===== src/rtl/sound_rom_arbiter.sv =====
// Shares one SDRAM read slot among Z80 ROM and two OKI PCM channels,
// with a one-byte cache per requester so repeated addresses skip SDRAM.
module sound_rom_arbiter #(
    parameter int             AW       = 22,
    parameter logic [AW-1:0]  Z80_BASE = 22'h000000,
    parameter logic [AW-1:0]  PCM_BASE = 22'h020000
) (
    input  logic          CLK96,
    input  logic          RESET96,
    input  logic          Z80_CS,
    input  logic [16:0]   Z80_ADDR,
    output logic          Z80_OK,
    output logic [7:0]    Z80_DATA,
    input  logic          PCM0_CS,
    input  logic [19:0]   PCM0_ADDR,
    output logic          PCM0_OK,
    output logic [7:0]    PCM0_DATA,
    input  logic          PCM1_CS,
    input  logic [19:0]   PCM1_ADDR,
    output logic          PCM1_OK,
    output logic [7:0]    PCM1_DATA,
    output logic          MEM_CS,
    output logic [AW-1:0] MEM_ADDR,
    input  logic          MEM_OK,
    input  logic [7:0]    MEM_DATA
);
    typedef enum logic [1:0] {IDLE, REQ, GAP} state_t;
    typedef enum logic [1:0] {G_Z80, G_PCM0, G_PCM1} gnt_t;

    state_t        state_q, state_d;
    gnt_t          gnt_q, gnt_d;
    logic [19:0]   lat_q, lat_d;
    logic          rr_q, rr_d;
    logic          mem_cs_d;
    logic [AW-1:0] mem_addr_d;
    logic          fill;

    logic [16:0]   z80_tag_q;
    logic [19:0]   pcm0_tag_q, pcm1_tag_q;
    logic          z80_vld_q, pcm0_vld_q, pcm1_vld_q;

    logic z80_hit, pcm0_hit, pcm1_hit;
    logic z80_miss, pcm0_miss, pcm1_miss;

    assign z80_hit   = Z80_CS  && z80_vld_q  && (z80_tag_q  == Z80_ADDR);
    assign pcm0_hit  = PCM0_CS && pcm0_vld_q && (pcm0_tag_q == PCM0_ADDR);
    assign pcm1_hit  = PCM1_CS && pcm1_vld_q && (pcm1_tag_q == PCM1_ADDR);
    assign z80_miss  = Z80_CS  && !z80_hit;
    assign pcm0_miss = PCM0_CS && !pcm0_hit;
    assign pcm1_miss = PCM1_CS && !pcm1_hit;

    // Slot handshake: MEM_CS/MEM_ADDR are held until the first cycle with
    // MEM_OK=1, which completes the read; MEM_CS then drops for at least one
    // cycle (GAP) before the next request. MEM_OK outside REQ is ignored.
    always_comb begin
        state_d    = state_q;
        gnt_d      = gnt_q;
        lat_d      = lat_q;
        rr_d       = rr_q;
        mem_cs_d   = MEM_CS;
        mem_addr_d = MEM_ADDR;
        fill       = 1'b0;
        case (state_q)
            IDLE: begin
                mem_cs_d = 1'b0;
                if (z80_miss) begin
                    gnt_d      = G_Z80;
                    lat_d      = {3'b000, Z80_ADDR};
                    mem_addr_d = Z80_BASE + {{(AW-17){1'b0}}, Z80_ADDR};
                    mem_cs_d   = 1'b1;
                    state_d    = REQ;
                end else if (pcm0_miss && (!pcm1_miss || !rr_q)) begin
                    gnt_d      = G_PCM0;
                    lat_d      = PCM0_ADDR;
                    mem_addr_d = PCM_BASE + {{(AW-20){1'b0}}, PCM0_ADDR};
                    mem_cs_d   = 1'b1;
                    rr_d       = 1'b1;
                    state_d    = REQ;
                end else if (pcm1_miss) begin
                    gnt_d      = G_PCM1;
                    lat_d      = PCM1_ADDR;
                    mem_addr_d = PCM_BASE + {{(AW-20){1'b0}}, PCM1_ADDR};
                    mem_cs_d   = 1'b1;
                    rr_d       = 1'b0;
                    state_d    = REQ;
                end
            end
            REQ: begin
                if (MEM_OK) begin
                    fill     = 1'b1;
                    mem_cs_d = 1'b0;
                    state_d  = GAP;
                end
            end
            GAP: begin
                mem_cs_d = 1'b0;
                state_d  = IDLE;
            end
            default: begin
                mem_cs_d = 1'b0;
                state_d  = IDLE;
            end
        endcase
    end

    // Next-cycle view of each entry, so OK already reflects a fill in GAP.
    logic        z80_fill, pcm0_fill, pcm1_fill;
    logic        z80_vld_d, pcm0_vld_d, pcm1_vld_d;
    logic [16:0] z80_tag_d;
    logic [19:0] pcm0_tag_d, pcm1_tag_d;

    assign z80_fill   = fill && (gnt_q == G_Z80);
    assign pcm0_fill  = fill && (gnt_q == G_PCM0);
    assign pcm1_fill  = fill && (gnt_q == G_PCM1);
    assign z80_vld_d  = z80_vld_q  || z80_fill;
    assign pcm0_vld_d = pcm0_vld_q || pcm0_fill;
    assign pcm1_vld_d = pcm1_vld_q || pcm1_fill;
    assign z80_tag_d  = z80_fill  ? lat_q[16:0] : z80_tag_q;
    assign pcm0_tag_d = pcm0_fill ? lat_q       : pcm0_tag_q;
    assign pcm1_tag_d = pcm1_fill ? lat_q       : pcm1_tag_q;

    always_ff @(posedge CLK96) begin
        if (RESET96) begin
            state_q    <= IDLE;
            gnt_q      <= G_Z80;
            lat_q      <= '0;
            rr_q       <= 1'b0;
            MEM_CS     <= 1'b0;
            MEM_ADDR   <= '0;
            z80_vld_q  <= 1'b0;
            pcm0_vld_q <= 1'b0;
            pcm1_vld_q <= 1'b0;
            z80_tag_q  <= '0;
            pcm0_tag_q <= '0;
            pcm1_tag_q <= '0;
            Z80_DATA   <= 8'h00;
            PCM0_DATA  <= 8'h00;
            PCM1_DATA  <= 8'h00;
            Z80_OK     <= 1'b0;
            PCM0_OK    <= 1'b0;
            PCM1_OK    <= 1'b0;
        end else begin
            state_q    <= state_d;
            gnt_q      <= gnt_d;
            lat_q      <= lat_d;
            rr_q       <= rr_d;
            MEM_CS     <= mem_cs_d;
            MEM_ADDR   <= mem_addr_d;
            z80_vld_q  <= z80_vld_d;
            pcm0_vld_q <= pcm0_vld_d;
            pcm1_vld_q <= pcm1_vld_d;
            z80_tag_q  <= z80_tag_d;
            pcm0_tag_q <= pcm0_tag_d;
            pcm1_tag_q <= pcm1_tag_d;
            if (z80_fill)  Z80_DATA  <= MEM_DATA;
            if (pcm0_fill) PCM0_DATA <= MEM_DATA;
            if (pcm1_fill) PCM1_DATA <= MEM_DATA;
            Z80_OK  <= Z80_CS  && z80_vld_d  && (z80_tag_d  == Z80_ADDR);
            PCM0_OK <= PCM0_CS && pcm0_vld_d && (pcm0_tag_d == PCM0_ADDR);
            PCM1_OK <= PCM1_CS && pcm1_vld_d && (pcm1_tag_d == PCM1_ADDR);
        end
    end
endmodule


===== config.mk =====
export PLATFORM = sky130hd
export DESIGN_NAME = sound_rom_arbiter
export DESIGN_NICKNAME = d
export VERILOG_FILES = /design/src/rtl/sound_rom_arbiter.sv
export SDC_FILE = /design/constraint.sdc
export NUM_CORES = 1
export LEC_CHECK = 0
export CAP_MARGIN = 20
export CORE_MARGIN = 5
export CORE_UTILIZATION = 36
export DETAILED_ROUTE_END_ITERATION = 8
export GPL_TIMING_DRIVEN = 0
export SYNTH_ARGS = -nofsm -noshare
export SYNTH_HDL_FRONTEND = slang
export SYNTH_SLANG_ARGS = --single-unit

===== constraint.sdc =====
create_clock -name CLK96 -period 5.88 [get_ports CLK96]
set_input_delay 1.176 -clock CLK96 [delete_from_list [all_inputs] [get_ports CLK96]]
set_output_delay 1.176 -clock CLK96 [all_outputs]
set_load 0.02 [all_outputs]

# ---- After elaboration in Yosys (flattened, before gate mapping)
# Cells that the tools add are included.
dict set report word_totals {
  register_bits 135
  latch_bits 0
  mem_bits_rw 0
  romBits 0
  in_bits 71
  out_inout_bits 50
  wordCells 93
  memories 0
}
dict set report op_classes {
  addsub 2
  mul 0
  div_mod_pow 0
  order_cmp 0
  n_eq_ne 11
  n_shift 0
  n_mux 26
  n_bitwise 1
  n_reduce_logical 35
}
# operator count
set ops {}
lappend ops {{$mux 20} 5}
lappend ops {{$eq 20x20->1} 4}
lappend ops {{$mux 22} 3}
lappend ops {{$add 18x20->21 const A} 2}
lappend ops {{$eq 17x17->1} 2}
lappend ops {{$logic_and 1x1->1} 19}
lappend ops {{$mux 17} 1}
lappend ops {{$mux 2} 7}
lappend ops {{$mux 1} 8}
lappend ops {{$logic_not 1->1} 5}
lappend ops {{$eq 2x1->1 const B} 2}
lappend ops {{$logic_not 2->1} 2}
lappend ops {{$logic_or 1x1->1} 4}
lappend ops {{$ne 4x4->1 const B} 1}
lappend ops {{$pmux 2 s2} 1}
lappend ops {{$reduce_and 2->1} 2}
lappend ops {{$reduce_and 3->1} 1}
lappend ops {{$reduce_bool 3->1} 1}
lappend ops {{$eq 2x2->1 const B} 1}
lappend ops {{$ne 2x2->1 const B} 1}
lappend ops {{$pmux 1 s2} 1}
lappend ops {{$reduce_bool 2->1} 1}
lappend ops {{$not 1->1} 1}

# ---- Longest topological paths before layout
# Gate-level depths: netlist (run 1).
dict set report depth {
  depth_word 10
  mapped_depth 10
  mapped_depth_nobuf 10
}

# ---- Worst setup path before layout (run 1)
# No wires, ideal clock.
dict set report synth_timing {
  kind {in2reg}
  start {input port PCM1_ADDR[6]}
  end {register MEM_ADDR[19]}
  setup_ns 0.115
  arrival_ns 3.364
  required_time_ns 5.765
  path_slack_ns 2.401
  cell_stages 9
  n_path_buf 0
  path_cell_list {xor2_1 > nor4_1 > nand4_1 > o211ai_2 > nand2_1 > mux2_1 > ha_1 > or3_1 > a31o_1}
}
dict set report synth_between {
  elab_chain_len 9
  elab_cells_between_ends 13
  classes_between {add/sub (1); eq/ne (1); mux (3); reduce/logical (8)}
}
# element line_no
set synth_rtl {}
lappend synth_rtl {{start: declaration} 19} ;# input logic [19:0] PCM1_ADDR,
lappend synth_rtl {{parallel branches: the longest is 9 deep, another holds $add 18x20->21} --}
lappend synth_rtl {{end signal: assignment} 148} ;# MEM_ADDR <= mem_addr_d;
lappend synth_rtl {{end: declaration} 23} ;# output logic [AW-1:0] MEM_ADDR,
# Parallel ways; which one is timed is not known. The select of a mux whose other input is x is not followed.
# A chain may end at the register's enable or synchronous reset.

# ---- Final worst setup path (run 1)
dict set report layout_timing {
  start {input port PCM1_ADDR[17]}
  end {register MEM_ADDR[19]}
}
# Same word-level chain as after synthesis.

==> flow_summary.yaml, run 1 <==
sta:
  post-route-min-period_ns: 4.28
  max_freq_ghz: 0.234
  skew_ns: 0.0103
  fin_tns_setup_ns: 0
  setup_slack_ns: 1.60
  slew_headroom: 0.481
  period_share: 0.728
  finalHoldViolCount: 0
  drv_slew: 0
  setup_viol: 0
  rsz0062_at_grt: "false"
  worstMarginPinSlew_ns: 0.778
grt:
  grt_pass1_wl_um: 31800
  grt_pass1_vias: 5637
  grt_usage: 0.212
  grt-ovfl-total: 0
  grt_max_degree: 17
  antenna_found_initial: 0
floorplanning:
  die_x_um: 139
  die_area_mm2: 0.0193
  num_rows: 47
  fp.dieH_um: 139
  fp.coreArea_mm2: 0.0164
  io_pins: 121
  start_util: 0.364
logic_synthesis:
  syn-instance-count: 658
  syn_nets: 730
  ys_warn_count: 0
  ys.flop_type: "dfxtp_1"
  synth-edff-count: 0
  yosysSeqAreaShare: 0.392
  netlist_area_mm2: 0.00597
  ys_seq_elements: 117
  postSynth.asyncResetShare: 0
  avgSynthCellArea_um2: 9.07
  synth.distinct_cells: 50
clock_network:
  ctsHoldBuffers: 0
  cts_max_path_buffers: 2
  post_cts_buffers: 0
  root_buffer: "clkbuf_16"
  cts_tree: "yes"
  h-tree-depth: 4
  cts.repair.resized: 0
  clk_latency_ns: 0.42
  clkSinkCount: 117
  clk_pin_slew_ns: 0.06
  cts_buffers: 17
outcome:
  status: "complete, no violations"
flow_run:
  cap_viol_max_count: 0
route:
  dr.pass1.iters: 5
  drt-vias-per-instance: 5.23
  ant_nets: 0
  route.detailed.drc: 0
  wl_per_cell_um: 20.2
  wl_um: 20800
  drt-initial-drc-count: 402
  dr_total_vias: 5381
power_and_ir_drop:
  power.density_mw_per_mm2: 289
  p_leak_nw: 3.25
  ir_drop_v: 0.000223
placed_design:
  numPortBuffers: 119
  gp_congestion: 0.956
  pre_cts_ws_ns: 1.22
  dp_hpwl_um: 16000
  dp_cells: 997
setup_path:
  startpoint_type: "input pin"
  critPathRequiredTime_ns: 6.19
  crit_arrival_ns: 4.59
  end_kind: "flip-flop"
  critPathMaxFanout: 10
  crit_type: "in2reg"
cells_and_area:
  nets: 868
  area_growth_pct: 34.9
  drive_gt1_frac: 0.0828
  layout.cells.non_filler: 1029
  diodes: 0
  utilization: 0.491
min_path:
  hp-class: "reg2reg"
-- cells by family (layout without fill, tap and decap cells) --
group | Yosys count | count (layout) | synth area share
AND/OR/NAND/NOR | 200 | 200 | 0.153
buffers and inverters | 65 | 216 | 0.0578
adder cells (fa/ha/maj) | 1 | 1 | 0.00210
AO/OA/AOI/OAI | 92 | 92 | 0.112
multiplexers | 68 | 68 | 0.115
XOR/XNOR | 114 | 114 | 0.167
other | 1 | 1 | 0.000628
flip-flops | 117 | 117 | 0.392
-- synth_stat cells, types with 12 or more instances --
master | count | share of area
buf_4 | 21 | 0.026
nand2_1 | 39 | 0.025
dfxtp_1 | 117 | 0.39
xor2_1 | 69 | 0.10
nor4_1 | 20 | 0.021
inv_1 | 13 | 0.0082
nand3_1 | 17 | 0.014
a21oi_1 | 19 | 0.016
o21ai_0 | 22 | 0.018
nor2_1 | 89 | 0.056
xnor2_1 | 45 | 0.066
mux2i_1 | 66 | 0.11
nand4_1 | 12 | 0.013
clkbuf_1 | 21 | 0.013
-- routing by layer --
| metal | wire length [um] | vias up | track usage |
|---|---|---|---|
| met2 | 9500 | 215 | 0.342 |
| li1 | - | 2550 | - |
| met1 | 9250 | 2576 | 0.272 |
| met4 | 633 | 0 | 0.0772 |
| met3 | 1410 | 40 | 0.0597 |
| met5 | 0 | - | 0 |
-- area by class of cell --
type,instances,area [um^2]
Clock inverter,15,193
Tap cell,220,275
Sequential cell,117,2340
Buffer,52,297
Multi-Input combinational cell,476,3280
Fill cell,1559,8350
Inverter,13,48.8
Clock buffer,17,425
Timing Repair Buffer,119,1190
-- cell usage in the layout (no fill, tap or decap), drive strengths merged, types with 9 or more instances in the layout --
cell,n
a21oi,19
a311oi,10
a32o,9
buf,31
clkbuf,38
clkdlybuf4s50,119
dfxtp,117
inv,19
mux2i,67
nand2,40
nand3,17
nand4,12
nor2,89
nor4,20
o21ai,25
o2bb2ai,10
xnor2,45
xor2,69
-- registers in the layout, summed over array words and instances, names as in the netlist, 4 cells and up --
register	count
lat_q	20
pcm0_tag_q	20
pcm1_tag_q	20
z80_tag_q	17
PCM0_DATA	8
PCM1_DATA	8
Z80_DATA	8
MEM_ADDR	4
-- path summary, 6_finish.rpt --
path	slack (ns)	end	startpoint	cells past startpoint
max reg2reg	2.55	MEM_ADDR[19]	pcm1_tag_q[17]	10
min	0.45	PCM1_DATA[7]	PCM1_DATA[7]	2
max	1.60	MEM_ADDR[19]	PCM1_ADDR[17]	11
min reg2reg	0.45	PCM1_DATA[7]	PCM1_DATA[7]	2
-- worst max-delay path, stage by stage --
cell             delay [ns]
clkdlybuf4s50_1        0.49
xor2_1                 0.18
nor4_1                 0.39
nand4_1                0.27
o211ai_2               0.56
nand2_1                0.33
mux2i_1                0.33
inv_1                  0.08
ha_1                   0.21
or3_1                  0.36
a31o_1                 0.21
-- stage by stage --
step | hold WS (ns) | total power [W] | cell area (um^2)
3_5_place_dp | 0.448 | 0.00125 | 7440
5_1_grt | 0.482 | 0.00239 | 8060
6_report | 0.451 | 0.00232 | 8060
4_1_cts | 0.456 | 0.00233 | 8060
2_1_floorplan | 0.444 | 0.00106 | 5970
3_3_place_gp | 0.443 | 0.00125 | 7440
-- report_power, final --
| part | switching, W | leakage (nW) | internal (W) |
|---|---|---|---|
| sequential | 0.0000560 | 0.949 | 0.000823 |
| combinational | 0.000188 | 2.00 | 0.000170 |
| clock | 0.000412 | 0.296 | 0.000676 |
Note: power is estimated with default switching activity, not from simulation.
==> run 2: changes to the inputs <==
Clock period 5.88 ns to 3.9 ns, I/O delays scaled along.
==> run 2 against run 1 <==
  * Combinational power grew 51%
  * Clock skew decreased by 0.0023 ns
  * Die area unchanged
  * Sequential cell count stayed put
  * Largest cell class unchanged
  * Sequential power is 50% higher
  * Core utilization is 0.14 points higher
  * Critical path depth stayed put
  * Global-route usage stayed put
  * Non-clock buffer count grew 2
  * Total power grew 51%
==> flow_summary.yaml, run 2 (synthesis results as in run 1) <==
sta:
  period_share: 0.906
  rsz0062_at_grt: "false"
  fin_tns_setup_ns: 0
  skew_ns: 0.00796
  drv_slew: 0
  slew_headroom: 0.484
  post-route-min-period_ns: 3.53
  finalHoldViolCount: 0
  worstMarginPinSlew_ns: 0.774
  setup_viol: 0
  max_freq_ghz: 0.283
clock_network:
  cts_max_path_buffers: 2
  clkSinkCount: 117
  root_buffer: "clkbuf_16"
  clk_pin_slew_ns: 0.06
  ctsHoldBuffers: 0
  h-tree-depth: 4
  clk_latency_ns: 0.42
  cts_buffers: 17
  cts_tree: "yes"
floorplanning:
  fp.coreArea_mm2: 0.0164
  fp.dieH_um: 139
  die_area_mm2: 0.0193
  io_pins: 121
  die_x_um: 139
  num_rows: 47
  start_util: 0.364
grt:
  grt_usage: 0.212
  antenna_found_initial: 0
  grt_max_degree: 17
  grt-ovfl-total: 0
  grt_pass1_vias: 5637
  grt_pass1_wl_um: 31800
cells_and_area:
  nets: 870
  multi_input_area_mm2: 0.00329
  drive_gt1_frac: 0.0851
  final_cell_mix: "clkdlybuf4s50_1, dfxtp_1, nor2_1, xor2_1, mux2i_1"
  area_growth_pct: 35.3
  regArea_mm2: 0.00234
  layout.cells.non_filler: 1031
  layout_commonest_cell: "clkdlybuf4s50_1"
  n_fill_cell: 1557
  diodes: 0
  reg.largest.list: "lat_q: 20 flops, pcm0_tag_q: 20 flops, pcm1_tag_q: 20 flops"
route:
  drt-initial-drc-count: 387
  wl_per_cell_um: 20.1
  highest_layer: "met4"
  wl_met2_um: 9460
  route.detailed.drc: 0
  met1Wirelength_um: 9210
  wl_um: 20700
  dr_total_vias: 5383
  dr.pass1.iters: 4
  drt-vias-per-instance: 5.22
  wl_met3_um: 1420
  ant_nets: 0
placed_design:
  dp_cells: 997
  dp_hpwl_um: 16000
  gp_congestion: 0.956
  numPortBuffers: 119
flow_run:
  cap_viol_max_count: 0
setup_path:
  rrSetupSlack_ns: 0.92
  critPathRequiredTime_ns: 4.21
  critPathMaxFanout: 5
  crit_type: "in2reg"
  startpoint_type: "input pin"
  end_kind: "flip-flop"
  crit_arrival_ns: 3.84
outcome:
  status: "complete, no violations"
power_and_ir_drop:
  p_leak_nw: 3.27
  ir_drop_v: 0.000333
  power.density_mw_per_mm2: 434
min_path:
  hp-class: "reg2reg"
[run 2: changes by cell type in the layout (fill, tap and decap cells not counted), sizes merged]
cell / previous run / this run
buf: 31 / 33
[run 2: layout make-up]
cell class,count,area share
Clock inverter,15,0.0239
Buffer,52,0.0367
Clock buffer,17,0.0527
Multi-Input combinational cell,476,0.407
Inverter,13,0.00604
Tap cell,220,0.0341
Sequential cell,117,0.290
Timing Repair Buffer,121,0.149
[run 2: per-stage QoR]
step / instance area [um^2] / power [W] / hold slack (ns) / worst slack (ns) / utilization
floorplan: 5970 / 0.00160 / 0.444 / 0.817 / -
global placement: 7440 / 0.00188 / 0.443 / -0.357 / 0.453
detailed placement: 7440 / 0.00188 / 0.448 / -0.368 / 0.453
CTS: 8060 / 0.00351 / 0.456 / 0.0649 / 0.491
global route: 8080 / 0.00361 / 0.482 / 0.116 / 0.492
finish: 8080 / 0.00351 / 0.451 / 0.367 / 0.492
[run 2: report_power, final]
part           leakage (nW)  switching, W  internal (W)  total [W]
combinational          2.02      0.000283      0.000258   0.000542
clock                 0.296      0.000620       0.00102    0.00164
sequential            0.949     0.0000834       0.00124    0.00132
total                  3.27      0.000987       0.00252    0.00351
[run 2: worst max-delay path: stages]
cell	delay (ns)
clkdlybuf4s50_1	0.49
xor2_1	0.18
nor4_1	0.41
nand4_1	0.30
o211ai_4	0.29
nand2_1	0.23
mux2i_1	0.31
inv_1	0.08
ha_1	0.21
or3_1	0.36
a31o_1	0.21
[run 2: per-layer routing]
layer	vias to the layer above	track usage
li1	2556	-
met3	42	0.0597
met1	2582	0.272
met2	203	0.342
met5	-	0
met4	0	0.0772
[run 2: final timing paths]
check / end / startpoint / cells past startpoint
max: MEM_ADDR[19] / PCM1_ADDR[17] / 11
min: PCM1_DATA[7] / PCM1_DATA[7] / 2
max reg2reg: MEM_ADDR[19] / pcm1_tag_q[17] / 10
min reg2reg: PCM1_DATA[7] / PCM1_DATA[7] / 2
[run 2: what timing repair did]
item / CTS / global route
setup buffers: 0 / 2
setup endpoints to repair: 0 / 1
resized for setup: 0 / 1
==> run 3: changes to the inputs <==
Clock period 3.9 ns to 3 ns, I/O delays scaled along.
==> run 3 against run 2 <==
  * Via count unchanged
  * Die area stayed put
  * Clock power increased by 30%
  * Sequential share of layout area is 0.35 points lower
  * Sequential power grew 30%
  * Sequential cell count did not move
  * Final area up 1.2%
  * Critical path depth shrank 1
  * First-iteration DRC count is 8.8% higher
  * Register-to-register slack worse by 0.64 ns
  * Worst setup slack got worse by 0.34 ns
  * Core utilization is 0.60 points higher
  * Critical path type unchanged
  * Highest routed layer unchanged
==> flow_summary.yaml, run 3 (synthesis results as in run 1) <==
route:
  ant_nets: 0
  wl_um: 20900
  route.detailed.drc: 0
  dr.pass1.iters: 5
  dr_total_vias: 5383
  drt-vias-per-instance: 5.22
  drt-initial-drc-count: 421
  wl_per_cell_um: 20.3
cells_and_area:
  area_growth_pct: 37.0
  drive_gt1_frac: 0.103
  layout_commonest_cell: "dfxtp_1"
  nets: 871
  final_cell_mix: "dfxtp_1, clkdlybuf4s50_1, nor2_1, xor2_1, mux2i_1"
  layout.cells.non_filler: 1032
  reg.largest.list: "lat_q: 20 flops, pcm0_tag_q: 20 flops, pcm1_tag_q: 20 flops"
  diodes: 0
clock_network:
  cts_buffers: 17
  root_buffer: "clkbuf_16"
  clkSinkCount: 117
  clk_latency_ns: 0.42
  clk_pin_slew_ns: 0.06
  h-tree-depth: 4
  cts_tree: "yes"
  cts_max_path_buffers: 2
power_and_ir_drop:
  p_leak_nw: 3.37
  p_sw_w: 0.00130
  sequentialPowerShare: 0.377
  p_sw_frac: 0.284
  intPower_w: 0.00327
  ir_drop_v: 0.000436
  power.density_mw_per_mm2: 559
  p_clk_frac: 0.468
  power_frac_comb: 0.155
sta:
  max_freq_ghz: 0.337
  skew_ns: 0.00947
  slew_headroom: 0.484
  rsz0062_at_grt: "true"
  post-route-min-period_ns: 2.97
  worstMarginPinSlew_ns: 0.775
  fin_tns_setup_ns: 0
  drv_slew: 0
  period_share: 0.990
  setup_viol: 0
  finalHoldViolCount: 0
setup_path:
  critPathRequiredTime_ns: 3.31
  end_kind: "flip-flop"
  crit_arrival_ns: 3.28
  crit_type: "in2reg"
  r2r_cells: 9
  startpoint_type: "input pin"
  critPathMaxFanout: 5
placed_design:
  dp_cells: 997
  dp_hpwl_um: 16000
  gp_congestion: 0.956
  numPortBuffers: 119
grt:
  grt-ovfl-total: 0
  grt_usage: 0.213
  antenna_found_initial: 0
  grt_pass1_wl_um: 31900
  grt_max_degree: 17
  grt_pass1_vias: 5644
floorplanning:
  fp.coreArea_mm2: 0.0164
  num_rows: 47
  start_util: 0.364
  die_x_um: 139
  fp.dieH_um: 139
  die_area_mm2: 0.0193
  io_pins: 121
min_path:
  holdPathStages: 2
  hp-class: "reg2reg"
flow_run:
  cap_viol_max_count: 0
outcome:
  status: "complete, no violations"
==> run 3: cell types whose count changed in the layout (fill, tap and decap cells not counted), moves of 2 or more <==
cell             delta
nor4_1              -6
nor3_2              +2
dlygate4sd2_1      +12
nor3_1              -2
clkbuf_1            -2
clkdlybuf4s50_1    -19
nor4_2              +6
dlymetal6s2s_1      +7
clkbuf_2            +2
==> run 3: per-layer routing <==
| metal | part of all wire | global-route usage |
|---|---|---|
| met3 | 0.063 | 0.0614 |
| met4 | 0.029 | 0.0731 |
| met2 | 0.46 | 0.344 |
| met1 | 0.45 | 0.272 |
| met5 | 0 | 0 |
==> run 3: repair_timing <==
| action | 4_1_cts | 5_1_grt |
|---|---|---|
| setup endpoints to repair | 20 | 24 |
| gates resized for setup | 21 | 16 |
| hold buffers | 0 | 0 |
| pin swaps | 8 | 6 |
| buffers inserted | 3 | 0 |
==> run 3: critical path, cell delays in order <==
cell	delay, ns
clkdlybuf4s50_1	0.54
xor2_1	0.20
nor4_1	0.21
nand4_1	0.20
o21a_1	0.27
nand2_4	0.13
mux2_1	0.36
ha_1	0.19
or3_1	0.36
a31o_1	0.20
==> run 3: power by group through the flow <==
stage | logic, W | registers (W) | clock network [W]
4_1_cts | 0.000700 | 0.00172 | 0.00214
6_report | 0.000709 | 0.00172 | 0.00214
3_3_place_gp | 0.000688 | 0.00175 | 0
3_5_place_dp | 0.000694 | 0.00175 | 0
2_1_floorplan | 0.000373 | 0.00170 | 0
5_1_grt | 0.000759 | 0.00173 | 0.00221
==> run 3: worst paths after layout <==
kind | start | endpoint | slack (ns)
hold / removal | PCM1_DATA[7] | PCM1_DATA[7] | 0.45
hold reg to reg | PCM1_DATA[7] | PCM1_DATA[7] | 0.45
setup / recovery | PCM0_ADDR[11] | MEM_ADDR[19] | 0.03
setup reg to reg | pcm1_tag_q[17] | MEM_ADDR[19] | 0.28
==> run 3: cell type report <==
| type | instances | area (um^2) |
|---|---|---|
| Fill cell | 1554 | 8230 |
| Multi-Input combinational cell | 476 | 3380 |
| Sequential cell | 117 | 2340 |
| Timing Repair Buffer | 122 | 1220 |
| Clock buffer | 17 | 425 |
| Buffer | 52 | 299 |
| Tap cell | 220 | 275 |
| Clock inverter | 15 | 193 |
| Inverter | 13 | 48.8 |
==> run 3: metrics by stage <==
step                utilization  hold WS [ns]  power (W)  setup slack, ns  area [um^2]
floorplan                     -         0.444    0.00208           0.0968         5970
global placement          0.453         0.443    0.00244            -1.08         7440
detailed placement        0.453         0.448    0.00245            -1.09         7440
CTS                       0.494         0.456    0.00456          0.00260         8100
global route              0.498         0.482    0.00470          -0.0862         8180
finish                    0.498         0.451    0.00457           0.0289         8180
